[config.mk]
export PLATFORM = sky130hd
export DESIGN_NAME = isp_ae_response_gen_flat
export DESIGN_NICKNAME = d
export VERILOG_FILES = /design/src/rtl/isp_ae_response_gen_pkg.sv /design/src/rtl/isp_ae_response_gen_if.sv /design/src/rtl/isp_ae_response_gen_accum.sv /design/src/rtl/isp_ae_response_gen.sv /design/src/flat_wrapper.sv
export SDC_FILE = /design/constraint.sdc
export NUM_CORES = 2
export LEC_CHECK = 0
export ABC_AREA = 0
export CORE_MARGIN = 8
export CORE_UTILIZATION = 60
export CTS_BUF_LIST = sky130_fd_sc_hd__clkbuf_2 sky130_fd_sc_hd__clkbuf_4 sky130_fd_sc_hd__clkbuf_8
export CTS_CLUSTER_SIZE = 24
export DETAILED_ROUTE_END_ITERATION = 10
export DONT_BUFFER_PORTS = 1
export PLACE_DENSITY = 0.76
export SKIP_LAST_GASP = 1
export SYNTH_ARGS = -nofsm -noshare
export SYNTH_HDL_FRONTEND = slang
export SYNTH_SLANG_ARGS = --single-unit
[constraint.sdc]
create_clock -name pclk -period 7.7 [get_ports pclk]
set_input_delay 1.54 -clock pclk [delete_from_list [all_inputs] [get_ports pclk]]
set_output_delay 1.54 -clock pclk [all_outputs]
set_load 0.01 [all_outputs]
[src/rtl/isp_ae_response_gen_pkg.sv]
// Shared response codes and FSM state encoding for the auto-exposure statistics engine.
package isp_ae_pkg;

  localparam logic [1:0] AE_RESP_HOLD = 2'b00;
  localparam logic [1:0] AE_RESP_UP   = 2'b01;
  localparam logic [1:0] AE_RESP_DOWN = 2'b10;

  typedef enum logic [1:0] {
    IDLE = 2'd0,
    MULT = 2'd1,
    CMP  = 2'd2
  } ae_state_t;

endpackage

[src/rtl/isp_ae_response_gen_if.sv]
// Raw pixel bus into the AE engine plus its response/debug outputs.
// master = pixel source / response consumer, slave = AE engine.
interface isp_ae_response_gen_if #(
  parameter int BITS     = 12,
  parameter int CNT_BITS = 21,
  parameter int SUM_BITS = BITS + CNT_BITS
);
  logic                in_vsync;
  logic                in_href;
  logic [BITS-1:0]     in_raw;
  logic [1:0]          ae_response;
  logic                ae_response_valid;
  logic [SUM_BITS-1:0] ae_sum;
  logic [CNT_BITS-1:0] ae_count;

  modport master (
    output in_vsync, in_href, in_raw,
    input  ae_response, ae_response_valid, ae_sum, ae_count
  );

  modport slave (
    input  in_vsync, in_href, in_raw,
    output ae_response, ae_response_valid, ae_sum, ae_count
  );
endinterface

[src/rtl/isp_ae_response_gen_accum.sv]
// Saturating luma sum / pixel count accumulator; clear wins over add, both take effect next edge.
// No backpressure: one pixel per cycle is always accepted.
module isp_ae_accum #(
  parameter int BITS     = 12,
  parameter int CNT_BITS = 21,
  parameter int SUM_BITS = BITS + CNT_BITS
) (
  input  logic                pclk,
  input  logic                rst_n,
  input  logic                clr,
  input  logic                add,
  input  logic [BITS-1:0]     din,
  output logic [SUM_BITS-1:0] sum,
  output logic [CNT_BITS-1:0] count
);

  logic [SUM_BITS:0] sum_ext;

  // One spare bit catches the carry so the sum can clamp instead of wrapping.
  assign sum_ext = {1'b0, sum} + {{(SUM_BITS + 1 - BITS){1'b0}}, din};

  always_ff @(posedge pclk) begin
    if (!rst_n || clr) begin
      sum   <= '0;
      count <= '0;
    end else if (add) begin
      sum <= sum_ext[SUM_BITS] ? '1 : sum_ext[SUM_BITS-1:0];
      if (count != '1) count <= count + 1'b1;
    end
  end

endmodule

[src/rtl/isp_ae_response_gen.sv]
// Frame-mean auto-exposure engine: one gain step request per frame, strobe 2 cycles after vsync rise.
// No backpressure: the one-cycle strobe must be captured by the consumer when it appears.
module isp_ae_response_gen
  import isp_ae_pkg::*;
#(
  parameter int BITS     = 12,
  parameter int WIDTH    = 1920,
  parameter int HEIGHT   = 1080,
  parameter int CNT_BITS = $clog2(WIDTH * HEIGHT + 1),
  parameter int SUM_BITS = BITS + CNT_BITS
) (
  input  logic            pclk,
  input  logic            rst_n,
  input  logic            enable,
  input  logic [BITS-1:0] low_th,
  input  logic [BITS-1:0] high_th,
  isp_ae_response_gen_if.slave bus
);

  ae_state_t           state, state_nxt;
  logic                vsync_d;
  logic                vsync_rise;
  logic                latch;
  logic [SUM_BITS-1:0] acc_sum, sum_lat, lo_ref, hi_ref;
  logic [CNT_BITS-1:0] acc_cnt, cnt_lat;
  logic [SUM_BITS-1:0] cnt_ext, low_ext, high_ext;
  logic [1:0]          resp_q, resp_nxt;
  logic                vld_q, vld_nxt;

  assign vsync_rise = bus.in_vsync & ~vsync_d;

  isp_ae_accum #(.BITS(BITS), .CNT_BITS(CNT_BITS), .SUM_BITS(SUM_BITS)) u_accum (
    .pclk  (pclk),
    .rst_n (rst_n),
    .clr   (vsync_rise),
    .add   (bus.in_href & ~bus.in_vsync),
    .din   (bus.in_raw),
    .sum   (acc_sum),
    .count (acc_cnt)
  );

  // count*threshold fits exactly in SUM_BITS since SUM_BITS = CNT_BITS + BITS.
  assign cnt_ext  = {{BITS{1'b0}}, cnt_lat};
  assign low_ext  = {{CNT_BITS{1'b0}}, low_th};
  assign high_ext = {{CNT_BITS{1'b0}}, high_th};

  always_comb begin
    state_nxt = state;
    latch     = 1'b0;
    resp_nxt  = AE_RESP_HOLD;
    vld_nxt   = 1'b0;
    unique case (state)
      IDLE: begin
        if (vsync_rise && enable) begin
          state_nxt = MULT;
          latch     = 1'b1;
        end
      end
      MULT: state_nxt = CMP;
      CMP: begin
        state_nxt = IDLE;
        vld_nxt   = 1'b1;
        if (sum_lat < lo_ref)      resp_nxt = AE_RESP_UP;
        else if (sum_lat > hi_ref) resp_nxt = AE_RESP_DOWN;
      end
      default: state_nxt = IDLE;
    endcase
  end

  always_ff @(posedge pclk) begin
    if (!rst_n) begin
      state   <= IDLE;
      vsync_d <= 1'b0;
      sum_lat <= '0;
      cnt_lat <= '0;
      lo_ref  <= '0;
      hi_ref  <= '0;
      resp_q  <= AE_RESP_HOLD;
      vld_q   <= 1'b0;
    end else begin
      state   <= state_nxt;
      vsync_d <= bus.in_vsync;
      resp_q  <= resp_nxt;
      vld_q   <= vld_nxt;
      if (latch) begin
        sum_lat <= acc_sum;
        cnt_lat <= acc_cnt;
      end
      if (state == MULT) begin
        lo_ref <= cnt_ext * low_ext;
        hi_ref <= cnt_ext * high_ext;
      end
    end
  end

  assign bus.ae_response       = resp_q;
  assign bus.ae_response_valid = vld_q;
  assign bus.ae_sum            = sum_lat;
  assign bus.ae_count          = cnt_lat;

endmodule

[src/flat_wrapper.sv]
// flat-port wrapper written by rule: the top's interface ports become plain ports
module isp_ae_response_gen_flat import isp_ae_pkg::*;
#(
  parameter int BITS     = 12,
  parameter int WIDTH    = 1920,
  parameter int HEIGHT   = 1080,
  parameter int CNT_BITS = $clog2(WIDTH * HEIGHT + 1),
  parameter int SUM_BITS = BITS + CNT_BITS
)
  (pclk, rst_n, enable, low_th, high_th, bus_in_vsync, bus_in_href, bus_in_raw, bus_ae_response, bus_ae_response_valid, bus_ae_sum, bus_ae_count);
  isp_ae_response_gen_if #(.BITS(BITS), .CNT_BITS(CNT_BITS), .SUM_BITS(SUM_BITS)) bus_i ();
  input  logic pclk;
  input  logic rst_n;
  input  logic enable;
  input  logic [BITS-1:0] low_th;
  input  logic [BITS-1:0] high_th;
  input wire logic [$bits(bus_i.in_vsync)-1:0] bus_in_vsync;
  input wire logic [$bits(bus_i.in_href)-1:0] bus_in_href;
  input wire logic [$bits(bus_i.in_raw)-1:0] bus_in_raw;
  output wire logic [$bits(bus_i.ae_response)-1:0] bus_ae_response;
  output wire logic [$bits(bus_i.ae_response_valid)-1:0] bus_ae_response_valid;
  output wire logic [$bits(bus_i.ae_sum)-1:0] bus_ae_sum;
  output wire logic [$bits(bus_i.ae_count)-1:0] bus_ae_count;
  assign bus_i.in_vsync = bus_in_vsync;
  assign bus_i.in_href = bus_in_href;
  assign bus_i.in_raw = bus_in_raw;
  assign bus_ae_response = bus_i.ae_response;
  assign bus_ae_response_valid = bus_i.ae_response_valid;
  assign bus_ae_sum = bus_i.ae_sum;
  assign bus_ae_count = bus_i.ae_count;
  isp_ae_response_gen #(.BITS(BITS), .WIDTH(WIDTH), .HEIGHT(HEIGHT), .CNT_BITS(CNT_BITS), .SUM_BITS(SUM_BITS)) u_core (.pclk(pclk), .rst_n(rst_n), .enable(enable), .low_th(low_th), .high_th(high_th), .bus(bus_i));
endmodule
==> metrics.txt <==
outcome=complete, no violations; Post-synth EDFFs=0; unrepaired setup endpoints after global routing=false; ys flop type=dfxtp_1; setup bufs post-CTS=0; I/O pin cnt=98; Synth Cell Area=around 25000 um^2; Bufs and invs on worst path=2; CTS Sinks=180; Syn Area/Cell=slightly above 8 um^2; Max rail drop VDD=0.1241 mV; DP HPWL=50740 um; Slowest cell on crit path=dfxtp_1; f_max=approximately 160 MHz; Rel. slew slack=between 10% and 20%; crit-path most repeated cell=fa_1; Worst-Margin Slew=1.308 ns; min-delay worst type=reg2reg; Final Max Tran Viols=0; PwrDens=approximately 69 nW/um^2; sequential share of the synthesized area=between 10 and 15%; grt peak-use layer=met2; Clock Tree Root=clkbuf_8; minimum clock period=6.431 ns; final global-route overflow total=0; max_cap viols=0; CP peak stage delay=approximately 1.2 ns; gr usage total=between 20 and 30%; Port Buf Inserts=0; Die Span X=219.1 um; hold_buf cts=0; CTS tree=built; pin count of the biggest net entering global routing=113; total wire length=roughly 64000 um; vias=between 15000 and 20000; initial core utilization=between 60 and 70%; Max Root-Sink Buffers=2; final hold vios=0; M3 GR Usage=about 4.2%; Starting DRT DRC Count=around 1300; first-pass GRT wire length=between 100000 and 150000 um; Critical Path RT=approximately 8 ns; met2 GRT Util=roughly 46%; M1 GR Usage=between 30% and 40%; NumNets Final=approximately 3500; Rows=between 70 and 80; Diodes inserted=0; final setup fails=0; Final period util=83.52%; Final Power=1768 uW; DR WL/cell=roughly 18 um; Yosys warnings=0; vias per std cell=5.739; Post-CTS Resized=0; final setup TNS=0 ns; data arrival time at the worst-slack endpoint=~7 ns; FFs w/ async S/R, synth=0%; vias in the first global route=between 20000 and 25000; Final Util=62.56%; FF+latch count, synth=180; crit-path cells=and2_1, fa_1, fa_1, fa_1, fa_1, inv_1, fa_1, inv_1, ha_1, a21oi_1, o21ai_1, a2111oi_0, a21oi_1, a31o_1, a31oi_1, o211ai_1; htree depth=4; core footprint=about 40000 um^2; antenna violations before repair=0; CP Capture Type=register; cell family with most CP delay=adder cells; Reg clk slew, reported paths=~0.1 ns; share of cells above drive strength 1=under 10%; routability cong.=~0.92; Max Clock Skew=around 0.028 ns; Pre-antenna DRT Iters=5; Die ar.=slightly below 50000 um^2; TritonCTS buffer count=17; # DRC=0; critical path type=reg2reg; Post-Syn Nets=between 3000 and 4000; Distinct cells, synth=approximately 70; Vert. Die Dim=roughly 220 um; CP Launch Type=register; Clock Latency Late Sink=0.50 ns; Routed Antenna Nets=0; Post-Syn Instances=between 2000 and 3000; area grow syn2layout=3.163%; static leakage=0.01222 uW; peak fanout along the critical path=23
-- logic make-up (layout without fill, tap and decap cells) --
family / after synthesis / after routing / share of synthesized area, %
AO/OA/AOI/OAI: 402 / 402 / 10.95
XOR/XNOR: 78 / 78 / 2.759
adder cells (fa/ha/maj): 601 / 601 / 41.92
buffers and inverters: 697 / 614 / 10.59
flip-flops: 180 / 180 / 14.55
multiplexers: 1 / 1 / 0.04043
AND/OR/NAND/NOR: 1040 / 1040 / 19.19
-- worst paths after layout --
check                                      startpoint  cells past startpoint  slack (ns)                              to
setup reg to reg  u_core.bus.ae_count[7]$_SDFFE_PN0P_                     16        1.27  u_core.hi_ref[32]$_SDFFE_PN0N_
setup / recovery  u_core.bus.ae_count[7]$_SDFFE_PN0P_                     16        1.27  u_core.hi_ref[32]$_SDFFE_PN0N_
hold / removal         u_core.lo_ref[24]$_SDFFE_PN0N_                      2        0.45  u_core.lo_ref[24]$_SDFFE_PN0N_
hold reg to reg        u_core.lo_ref[24]$_SDFFE_PN0N_                      2        0.45  u_core.lo_ref[24]$_SDFFE_PN0N_
-- sequential cells by signal (all words and copies together), names as in the netlist --
signal	count
u_core.hi_ref	33
u_core.state	2
u_core.bus.ae_response	2
u_core.u_accum.sum	33
u_core.bus.ae_response_valid	1
u_core.lo_ref	33
u_core.bus.ae_sum	33
u_core.u_accum.count	21
u_core.bus.ae_count	21
u_core.vsync_d	1
-- final cells by class --
class	count	area, um^2
multi-input combinational	2122	18550
fill	3517	15290
sequential	180	3603
inverter	551	2068
tap	532	665.6
clock buffer	17	234.0
timing repair buffer	31	232.7
clock inverter	15	190.2
-- worst reg2reg max path: stages, from the launching register on --
cell and delay, ns:
dfxtp_1 1.20, and2_1 0.30, fa_1 0.45, fa_1 0.52, fa_1 0.52, fa_1 0.54
inv_1 0.06, fa_1 0.53, inv_1 0.04, ha_1 0.38, a21oi_1 0.30, o21ai_1 0.13
a2111oi_0 0.43, a21oi_1 0.27, a31o_1 0.30, a31oi_1 0.22, o211ai_1 0.12
-- layout by cell type (no fill, tap or decap), drive strengths merged, types with 3 or more instances in the layout --
cell type / instances
o21ai: 78
or3: 6
nor2b: 11
o21a: 9
a31oi: 12
nor2: 82
fa: 381
ha: 220
o211ai: 19
xor2: 40
nor4: 12
o211a: 3
a211oi: 19
and4: 5
clkbuf: 17
nand2: 599
clkinv: 3
nand3: 37
bufinv: 3
a211o: 4
a221o: 3
a21boi: 70
a21o: 51
nor3b: 3
and2: 175
o21bai: 6
nand4: 32
nand2b: 14
a2111oi: 4
o311ai: 5
dfxtp: 180
and3: 14
o2111ai: 5
a31o: 4
nor3: 42
a21oi: 94
inv: 558
xnor2: 38
buf: 31
-- report_power, final --
group          leakage [uW]  internal (uW)  total, uW  switching, uW
clock              0.000212            329        715            386
combinational        0.0106           38.6        109           70.5
sequential          0.00145            937        943           6.72
-- synth_stat cells, drive strengths merged, types with 19 or more instances --
| cell | n | area [um^2] |
|---|---|---|
| a211oi | 19 | 147.6 |
| a21boi | 70 | 525.5 |
| a21o | 51 | 382.9 |
| a21oi | 94 | 470.5 |
| and2 | 175 | 1095 |
| clkbuf | 142 | 533.0 |
| dfxtp | 180 | 3603 |
| fa | 381 | 7627 |
| ha | 220 | 2753 |
| inv | 551 | 2068 |
| nand2 | 599 | 2248 |
| nand3 | 37 | 185.2 |
| nand4 | 32 | 200.2 |
| nor2 | 82 | 310.3 |
| nor3 | 42 | 220.2 |
| o211ai | 19 | 147.6 |
| o21ai | 78 | 390.4 |
| xnor2 | 38 | 332.8 |
| xor2 | 40 | 350.3 |
-- per-layer routing --
layer	up-vias	wire length [um]	share of wire, %
li1	9138	-	-
met1	9831	25290	40
met2	672	30840	49
met3	146	3843	6.0
met4	0	3576	5.6
met5	-	0	0
-- metrics by stage --
step	setup slack, ns	cells	hold WS, ns	area, um^2
finish	1.269	3448	0.4538	25540
global route	0.8186	3448	0.4747	25540
CTS	1.389	3448	0.4554	25540
detailed placement	1.024	3416	0.4413	25120
global placement	1.092	3416	0.4385	25120
floorplan	1.113	2999	0.4254	24760
Power figures use the tool's default switching activity.
